===== config.mk =====
export PLATFORM = sky130hd
export DESIGN_NAME = mem_access
export DESIGN_NICKNAME = d
export VERILOG_FILES = /design/src/rtl/mem_access_pkg.sv /design/src/rtl/mem_load_align.sv /design/src/rtl/mem_access.sv
export SDC_FILE = /design/constraint.sdc
export NUM_CORES = 1
export LEC_CHECK = 0
export CAP_MARGIN = 20
export CORE_ASPECT_RATIO = 0.8
export CORE_MARGIN = 1
export CORE_UTILIZATION = 38
export CTS_CLUSTER_SIZE = 8
export DETAILED_ROUTE_END_ITERATION = 10
export PLACE_DENSITY = 0.7
export SKIP_LAST_GASP = 1
export SLEW_MARGIN = 40
export SYNTH_ARGS = -nofsm -noshare
export SYNTH_HDL_FRONTEND = slang
export SYNTH_SLANG_ARGS = --single-unit

===== constraint.sdc =====
create_clock -name clk -period 2.05 [get_ports clk]
set_clock_uncertainty 0.1 [all_clocks]
set_input_delay 0.3075 -clock clk [delete_from_list [all_inputs] [get_ports clk]]
set_output_delay 0.3075 -clock clk [all_outputs]
set_load 0.02 [all_outputs]

===== src/rtl/mem_access_pkg.sv =====
// mem_access_pkg
// Shared definitions for the MEM-stage load/store responder:
//   - bus/data widths
//   - data type encodings (datatype_no, byte, half, word, ubyte, uhalf)
//   - FSM state codes
//   - lane helpers (byte enables, store-data replication, misalignment test)
package mem_access_pkg;

  localparam int MEM_DATA_W = 32;
  localparam int MEM_BE_W   = 4;
  localparam int MEM_REG_W  = 5;

  // Data type encodings
  localparam logic [2:0] DT_NO    = 3'b000;
  localparam logic [2:0] DT_BYTE  = 3'b001;
  localparam logic [2:0] DT_HALF  = 3'b010;
  localparam logic [2:0] DT_WORD  = 3'b011;
  localparam logic [2:0] DT_UBYTE = 3'b101;
  localparam logic [2:0] DT_UHALF = 3'b110;

  typedef enum logic [1:0] {
    ST_IDLE = 2'b00,
    ST_REQ  = 2'b01,
    ST_WAIT = 2'b10,
    ST_DONE = 2'b11
  } state_e;

  // Byte enables for an access of the given type at byte offset a.
  // Unknown types (including datatype_no) are handled as a full word.
  function automatic logic [3:0] lane_be(input logic [2:0] dtype, input logic [1:0] a);
    logic [3:0] be;
    case (dtype)
      DT_BYTE, DT_UBYTE: be = 4'b0001 << a;
      DT_HALF, DT_UHALF: be = a[1] ? 4'b1100 : 4'b0011;
      default:           be = 4'b1111;
    endcase
    return be;
  endfunction

  // Replicate right-justified store data into every lane so the byte
  // enables alone select which bytes the memory takes.
  function automatic logic [31:0] lane_wdata(input logic [2:0] dtype, input logic [31:0] d);
    logic [31:0] w;
    case (dtype)
      DT_BYTE, DT_UBYTE: w = {4{d[7:0]}};
      DT_HALF, DT_UHALF: w = {2{d[15:0]}};
      default:           w = d;
    endcase
    return w;
  endfunction

  // True when the access does not sit on its natural boundary.
  function automatic logic is_misaligned(input logic [2:0] dtype, input logic [1:0] a);
    logic m;
    case (dtype)
      DT_BYTE, DT_UBYTE: m = 1'b0;
      DT_HALF, DT_UHALF: m = a[0];
      default:           m = (a != 2'b00);
    endcase
    return m;
  endfunction

endpackage


===== src/rtl/mem_load_align.sv =====
// mem_load_align
// Combinational load-data alignment: picks the addressed byte/half out of
// the bus word and sign- or zero-extends it to 32 bits.
// Ports:
//   rdata     in  32  raw bus read data
//   addr_lo   in  2   byte offset of the load
//   data_type in  3   load data type
//   data      out 32  aligned, extended load data
module mem_load_align
  import mem_access_pkg::*;
(
  input  logic [31:0] rdata,
  input  logic [1:0]  addr_lo,
  input  logic [2:0]  data_type,
  output logic [31:0] data
);

  logic [7:0]  byte_s;
  logic [15:0] half_s;

  // Select the addressed byte lane and half-word lane
  always_comb begin
    byte_s = 8'h00;
    case (addr_lo)
      2'b00:   byte_s = rdata[7:0];
      2'b01:   byte_s = rdata[15:8];
      2'b10:   byte_s = rdata[23:16];
      2'b11:   byte_s = rdata[31:24];
      default: byte_s = rdata[7:0];
    endcase
    if (addr_lo[1]) begin
      half_s = rdata[31:16];
    end else begin
      half_s = rdata[15:0];
    end
  end

  // Extend the selected lane according to the data type
  always_comb begin
    data = rdata;
    case (data_type)
      DT_BYTE:  data = {{24{byte_s[7]}}, byte_s};
      DT_UBYTE: data = {24'h000000, byte_s};
      DT_HALF:  data = {{16{half_s[15]}}, half_s};
      DT_UHALF: data = {16'h0000, half_s};
      default:  data = rdata;
    endcase
  end

endmodule


===== src/rtl/mem_access.sv =====
// mem_access
// MEM-stage responder: accepts one load or store from EX, runs it as a
// single req/gnt/rvalid transaction on the data bus while stalling the
// pipeline, and returns aligned, extended load data to writeback.
// Ports:
//   clk, rst_n                      clock, synchronous active-low reset
//   r_mem_enable_i / r_mem_addr_i   load request and byte address
//   w_mem_enable_i / w_mem_addr_i   store request and byte address (store wins)
//   w_mem_data_i                    right-justified store data
//   data_type_i                     access data type
//   mem_w_reg_enable_i, w_reg_addr_i  load writeback request and target
//   bus_req_o/we/addr/be/wdata      data bus request side
//   bus_gnt_i, bus_rvalid_i, bus_rdata_i  data bus response side
//   stall_o                         hold IF/ID/EX
//   mem_w_reg_enable_o/addr/data    one-cycle writeback of load result
// Build option MEM_MISALIGN_TRAP_EN: misaligned half/word accesses skip
// the bus entirely and pulse misalign_o with the byte address on
// misalign_addr_o. Without it the low address bits are dropped.
module mem_access
  import mem_access_pkg::*;
#(
  parameter int DATA_W = MEM_DATA_W,
  parameter int BE_W   = MEM_BE_W
)(
  input  logic                 clk,
  input  logic                 rst_n,
  input  logic                 r_mem_enable_i,
  input  logic [DATA_W-1:0]    r_mem_addr_i,
  input  logic                 w_mem_enable_i,
  input  logic [DATA_W-1:0]    w_mem_addr_i,
  input  logic [DATA_W-1:0]    w_mem_data_i,
  input  logic [2:0]           data_type_i,
  input  logic                 mem_w_reg_enable_i,
  input  logic [MEM_REG_W-1:0] w_reg_addr_i,
  output logic                 bus_req_o,
  output logic                 bus_we_o,
  output logic [DATA_W-1:0]    bus_addr_o,
  output logic [BE_W-1:0]      bus_be_o,
  output logic [DATA_W-1:0]    bus_wdata_o,
  input  logic                 bus_gnt_i,
  input  logic                 bus_rvalid_i,
  input  logic [DATA_W-1:0]    bus_rdata_i,
  output logic                 stall_o,
  output logic                 mem_w_reg_enable_o,
  output logic [MEM_REG_W-1:0] mem_w_reg_addr_o,
  output logic [DATA_W-1:0]    mem_w_reg_data_o
`ifdef MEM_MISALIGN_TRAP_EN
  ,
  output logic                 misalign_o,
  output logic [DATA_W-1:0]    misalign_addr_o
`endif
);

  state_e                state_r;
  logic [DATA_W-1:0]     addr_r;
  logic [2:0]            dtype_r;
  logic                  we_r;
  logic                  reg_en_r;
  logic [MEM_REG_W-1:0]  reg_addr_r;
  logic                  bus_req_r;
  logic [BE_W-1:0]       bus_be_r;
  logic [DATA_W-1:0]     bus_wdata_r;
  logic                  wb_en_r;
  logic [MEM_REG_W-1:0]  wb_addr_r;
  logic [DATA_W-1:0]     wb_data_r;

  logic                  acc_s;
  logic [DATA_W-1:0]     addr_s;
  logic                  stall_s;
  logic [DATA_W-1:0]     load_data_s;

`ifdef MEM_MISALIGN_TRAP_EN
  logic                  misalign_r;
  logic [DATA_W-1:0]     misalign_addr_r;
  logic                  misalign_s;
  assign misalign_s = is_misaligned(data_type_i, addr_s[1:0]);
`endif

  // Request decode: a store takes priority over a simultaneous load
  always_comb begin
    acc_s = r_mem_enable_i | w_mem_enable_i;
    if (w_mem_enable_i) begin
      addr_s = w_mem_addr_i;
    end else begin
      addr_s = r_mem_addr_i;
    end
  end

  // Stall covers the accepting IDLE cycle and the whole bus transaction
  always_comb begin
    stall_s = 1'b0;
    case (state_r)
      ST_IDLE:         stall_s = acc_s;
      ST_REQ, ST_WAIT: stall_s = 1'b1;
      default:         stall_s = 1'b0;
    endcase
  end

  mem_load_align u_load_align (
    .rdata     (bus_rdata_i),
    .addr_lo   (addr_r[1:0]),
    .data_type (dtype_r),
    .data      (load_data_s)
  );

  // Transaction FSM with registered bus and writeback outputs
  always_ff @(posedge clk) begin
    if (!rst_n) begin
      state_r     <= ST_IDLE;
      addr_r      <= '0;
      dtype_r     <= 3'b000;
      we_r        <= 1'b0;
      reg_en_r    <= 1'b0;
      reg_addr_r  <= '0;
      bus_req_r   <= 1'b0;
      bus_be_r    <= '0;
      bus_wdata_r <= '0;
      wb_en_r     <= 1'b0;
      wb_addr_r   <= '0;
      wb_data_r   <= '0;
`ifdef MEM_MISALIGN_TRAP_EN
      misalign_r      <= 1'b0;
      misalign_addr_r <= '0;
`endif
    end else begin
      case (state_r)
        ST_IDLE: begin
          wb_en_r <= 1'b0;
          if (acc_s) begin
            addr_r      <= addr_s;
            dtype_r     <= data_type_i;
            we_r        <= w_mem_enable_i;
            // A store (even with a load also requested) never writes back
            reg_en_r    <= mem_w_reg_enable_i & ~w_mem_enable_i;
            reg_addr_r  <= w_reg_addr_i;
            bus_be_r    <= lane_be(data_type_i, addr_s[1:0]);
            bus_wdata_r <= lane_wdata(data_type_i, w_mem_data_i);
`ifdef MEM_MISALIGN_TRAP_EN
            if (misalign_s) begin
              misalign_r      <= 1'b1;
              misalign_addr_r <= addr_s;
              state_r         <= ST_DONE;
            end else begin
              bus_req_r <= 1'b1;
              state_r   <= ST_REQ;
            end
`else
            bus_req_r <= 1'b1;
            state_r   <= ST_REQ;
`endif
          end else begin
            state_r <= ST_IDLE;
          end
        end
        ST_REQ: begin
          if (bus_gnt_i) begin
            bus_req_r <= 1'b0;
            state_r   <= we_r ? ST_DONE : ST_WAIT;
          end else begin
            state_r <= ST_REQ;
          end
        end
        ST_WAIT: begin
          if (bus_rvalid_i) begin
            wb_data_r <= load_data_s;
            wb_addr_r <= reg_addr_r;
            wb_en_r   <= reg_en_r;
            state_r   <= ST_DONE;
          end else begin
            state_r <= ST_WAIT;
          end
        end
        ST_DONE: begin
          // EX advances at the end of this cycle, so nothing is accepted here
          wb_en_r <= 1'b0;
`ifdef MEM_MISALIGN_TRAP_EN
          misalign_r <= 1'b0;
`endif
          state_r <= ST_IDLE;
        end
        default: begin
          bus_req_r <= 1'b0;
          wb_en_r   <= 1'b0;
          state_r   <= ST_IDLE;
        end
      endcase
    end
  end

  assign bus_req_o          = bus_req_r;
  assign bus_we_o           = we_r;
  assign bus_addr_o         = {addr_r[DATA_W-1:2], 2'b00};
  assign bus_be_o           = bus_be_r;
  assign bus_wdata_o        = bus_wdata_r;
  assign stall_o            = stall_s;
  assign mem_w_reg_enable_o = wb_en_r;
  assign mem_w_reg_addr_o   = wb_addr_r;
  assign mem_w_reg_data_o   = wb_data_r;
`ifdef MEM_MISALIGN_TRAP_EN
  assign misalign_o         = misalign_r;
  assign misalign_addr_o    = misalign_addr_r;
`endif

endmodule


==> reports/metrics.cfg <==
[synthesis]
yosys.area.top_type=dfxtp_1
ys_top_cells_by_area=dfxtp_1 40%, mux2i_1 5.2%, buf_4 4.8%
synth-main-ff-cell=dfxtp_1
synth_edf_count=0
syn_avg_cell_area_um2=8.64
ys_seq_elements=119
async_reset_ff_frac=0
ys_seq_area_frac=0.402
synth_cells=685
yosys_warnings=0
syn_area_um2=5920
ys_types=50
synth_top_area_frac=0.402

[cells_and_area]
fin_util=0.606
layout_common_cells=247 x clkdlybuf4s50_1, 118 x dfxtp_1, 66 x nand2_1
drive_gt1_frac=0.101
multiInputGateArea_um2=2990
nNetsFinal=1051
seq_area_um2=2380
design_area_um2=9160
fillers=1358
num_antenna_cells=0
layout_commonest_cell=clkdlybuf4s50_1
synthToLayoutAreaGrowth_pct=54.8

[setup_path]
startpoint_type=flip-flop
crit_required_ps=1640
worstSetupEndpointType=primary output
cpPeakStageDelay_ps=310
r2r_slack_ps=150
crit_chain=inv_1 -> ha_1 -> o21a_4 -> nor2_1 -> nor2_1 -> buf_4
path_buf_inv=2
cpMaxStageDelayCell=dfxtp_1
crit_top_cell=nor2_1
cp_top_family=flip-flops
critPathArrivalTime_ps=1510
worstSetupPathType=reg -> out
crit_path_max_fanout=3

[cts]
ctsLongestPathBuffers=2
clkTransAtPathRegs_ps=60
cts_root_buf=clkbuf_16
clk_latency_ps=410
h-tree-depth=4
cts_buffers=17
cts_sinks=119
post_cts_buffers=0
cts_tree=done

[timing]
rsz0062_at_grt=false
slew_headroom=0.599
finalCritPeriodShare=0.935
worst_slew_pin_slew_ps=599
holdWs_ps=353
fmax_mhz=522
setup_viol=0
hold_viol=0
final.min_clock_period_ps=1920
drv_slew=0
tns_ps=0
worst_slack_ps=133

[worst_hold_path]
hold_class=reg -> reg

[pwr]
p_sw_mw=2.14
p_leak_nw=3.45
vdd.ir_drop.worst_v=0.000609
powerDensity_nw_per_um2=832
p_seq_frac=0.344
internal_power_mw=5.48
swShare=0.281
comb_power_share=0.242
pwr-share-clk=0.413

[placement]
port_buffers=249
preCtsSetupSlack_ps=-93.5
placed_cell_area_um2=8530
detailedPlacementHpwl_mm=13.7
gp_congestion=0.903

[die]
ioPinCount=252
start_util=0.392
dieArea_um2=16100
die_h_um=114
rows=40
die_w_um=142
core_um2=15100

[drt]
viasPerCell=5.24
remaining_drc_errors=0
first_pass_iters=5
wl_per_cell_um=16.6
wirelength_mm=18.6
vias=5889
ant_nets=0
drt-initial-drc-count=324

[grt]
grt_usage=0.235
grt_pass1_wl_mm=29.3
antenna_found_initial=0
grt_max_degree=52
grt_overflow=0
grt_pass1_vias=5539

[run_status]
outcome=finished clean

[run]
max_cap_violations=0

## power groups by stage
stage / registers, mW / logic, mW / clock network (mW)
floorplan: 2.76 / 0.943 / 0
global placement: 2.67 / 1.83 / 0
detailed placement: 2.67 / 1.84 / 0
CTS: 2.63 / 1.85 / 3.21
global route: 2.65 / 2.00 / 3.33
finish: 2.63 / 1.85 / 3.15
## cell families (layout without fill, tap and decap cells)
| kind of cell | after synthesis | in the layout | share of synthesized area |
|---|---|---|---|
| other | 1 | 2 | 0.000634 |
| AO/OA/AOI/OAI | 203 | 203 | 0.246 |
| buffers and inverters | 103 | 330 | 0.0974 |
| AND/OR/NAND/NOR | 209 | 209 | 0.162 |
| adder cells (fa/ha/maj) | 8 | 8 | 0.0169 |
| flip-flops | 119 | 119 | 0.402 |
| multiplexers | 42 | 42 | 0.0746 |
## layout make-up
type / instances / share of cell area
Multi-Input combinational cell: 464 / 0.326
Clock inverter: 12 / 0.0193
Inverter: 10 / 0.00410
Clock buffer: 20 / 0.0488
Tap cell: 210 / 0.0287
Timing Repair Buffer: 288 / 0.313
Sequential cell: 119 / 0.260
## Yosys cell counts (2+ instances only)
| library cell | instances |
|---|---|
| dfxtp_1 | 119 |
| a31oi_1 | 23 |
| buf_4 | 38 |
| ha_1 | 8 |
| buf_1 | 5 |
| a221oi_1 | 17 |
| a21oi_1 | 26 |
| nand3_1 | 18 |
| clkbuf_1 | 24 |
| a211oi_1 | 33 |
| mux2i_1 | 31 |
| buf_2 | 23 |
| mux2_2 | 9 |
| nor3_1 | 12 |
| o32ai_1 | 2 |
| a32o_1 | 7 |
| nand2b_1 | 2 |
| o221ai_1 | 16 |
| nand2_1 | 66 |
| o21ai_0 | 45 |
| nor2_1 | 65 |
| o32a_1 | 7 |
| and3_1 | 7 |
| mux2_4 | 2 |
| o21bai_1 | 8 |
| nand3b_1 | 3 |
| and2_1 | 18 |
| nor3b_1 | 2 |
| nor2b_1 | 11 |
| buf_6 | 2 |
| inv_1 | 9 |
| a221o_1 | 8 |
| a2111oi_0 | 2 |
## layer usage
metal  track usage  vias to the layer above  share of wire
met5             0                        -              0
met4        0.0760                        0          0.011
met3        0.0739                       12           0.10
met2         0.369                      263           0.44
met1         0.306                     2720           0.45
li1              -                     2894              -
## worst paths after layout
| check | startpoint | end | cells after the start |
|---|---|---|---|
| max | state_r[0] | stall_o | 6 |
| min | bus_wdata_o[1] | bus_wdata_o[1] | 2 |
| max reg2reg | dtype_r[0] | mem_w_reg_data_o[1] | 5 |
| min reg2reg | bus_wdata_o[1] | bus_wdata_o[1] | 2 |
## through the flow
step | power, mW | instances
after floorplan | 3.70 | 686
after global placement | 4.50 | 1091
after detailed placement | 4.51 | 1091
after CTS | 7.69 | 1123
after global routing | 7.98 | 1123
final | 7.63 | 1123
## registers in the layout, indices dropped and copies added (netlist names), named ones only
register / count
bus_we_o: 1
mem_w_reg_data_o: 32
reg_en_r: 1
bus_be_o: 4
reg_addr_r: 5
mem_w_reg_addr_o: 5
mem_w_reg_enable_o: 1
bus_wdata_o: 32
dtype_r: 3
state_r: 1
bus_req_o: 1
addr_r: 32
## what timing repair did
item                       CTS  global route
hold buffers                 0             0
hold endpoints to repair     0             0
resized for setup            5             3
setup endpoints to repair    7             2
pin swaps                    0             0
## tightest hold or removal path, cell delays in order, from the launching register on
cell,delay (ps)
dfxtp_1,310
nand2_1,50
a21oi_1,50
No activity file was read; power rests on OpenSTA's default activity.
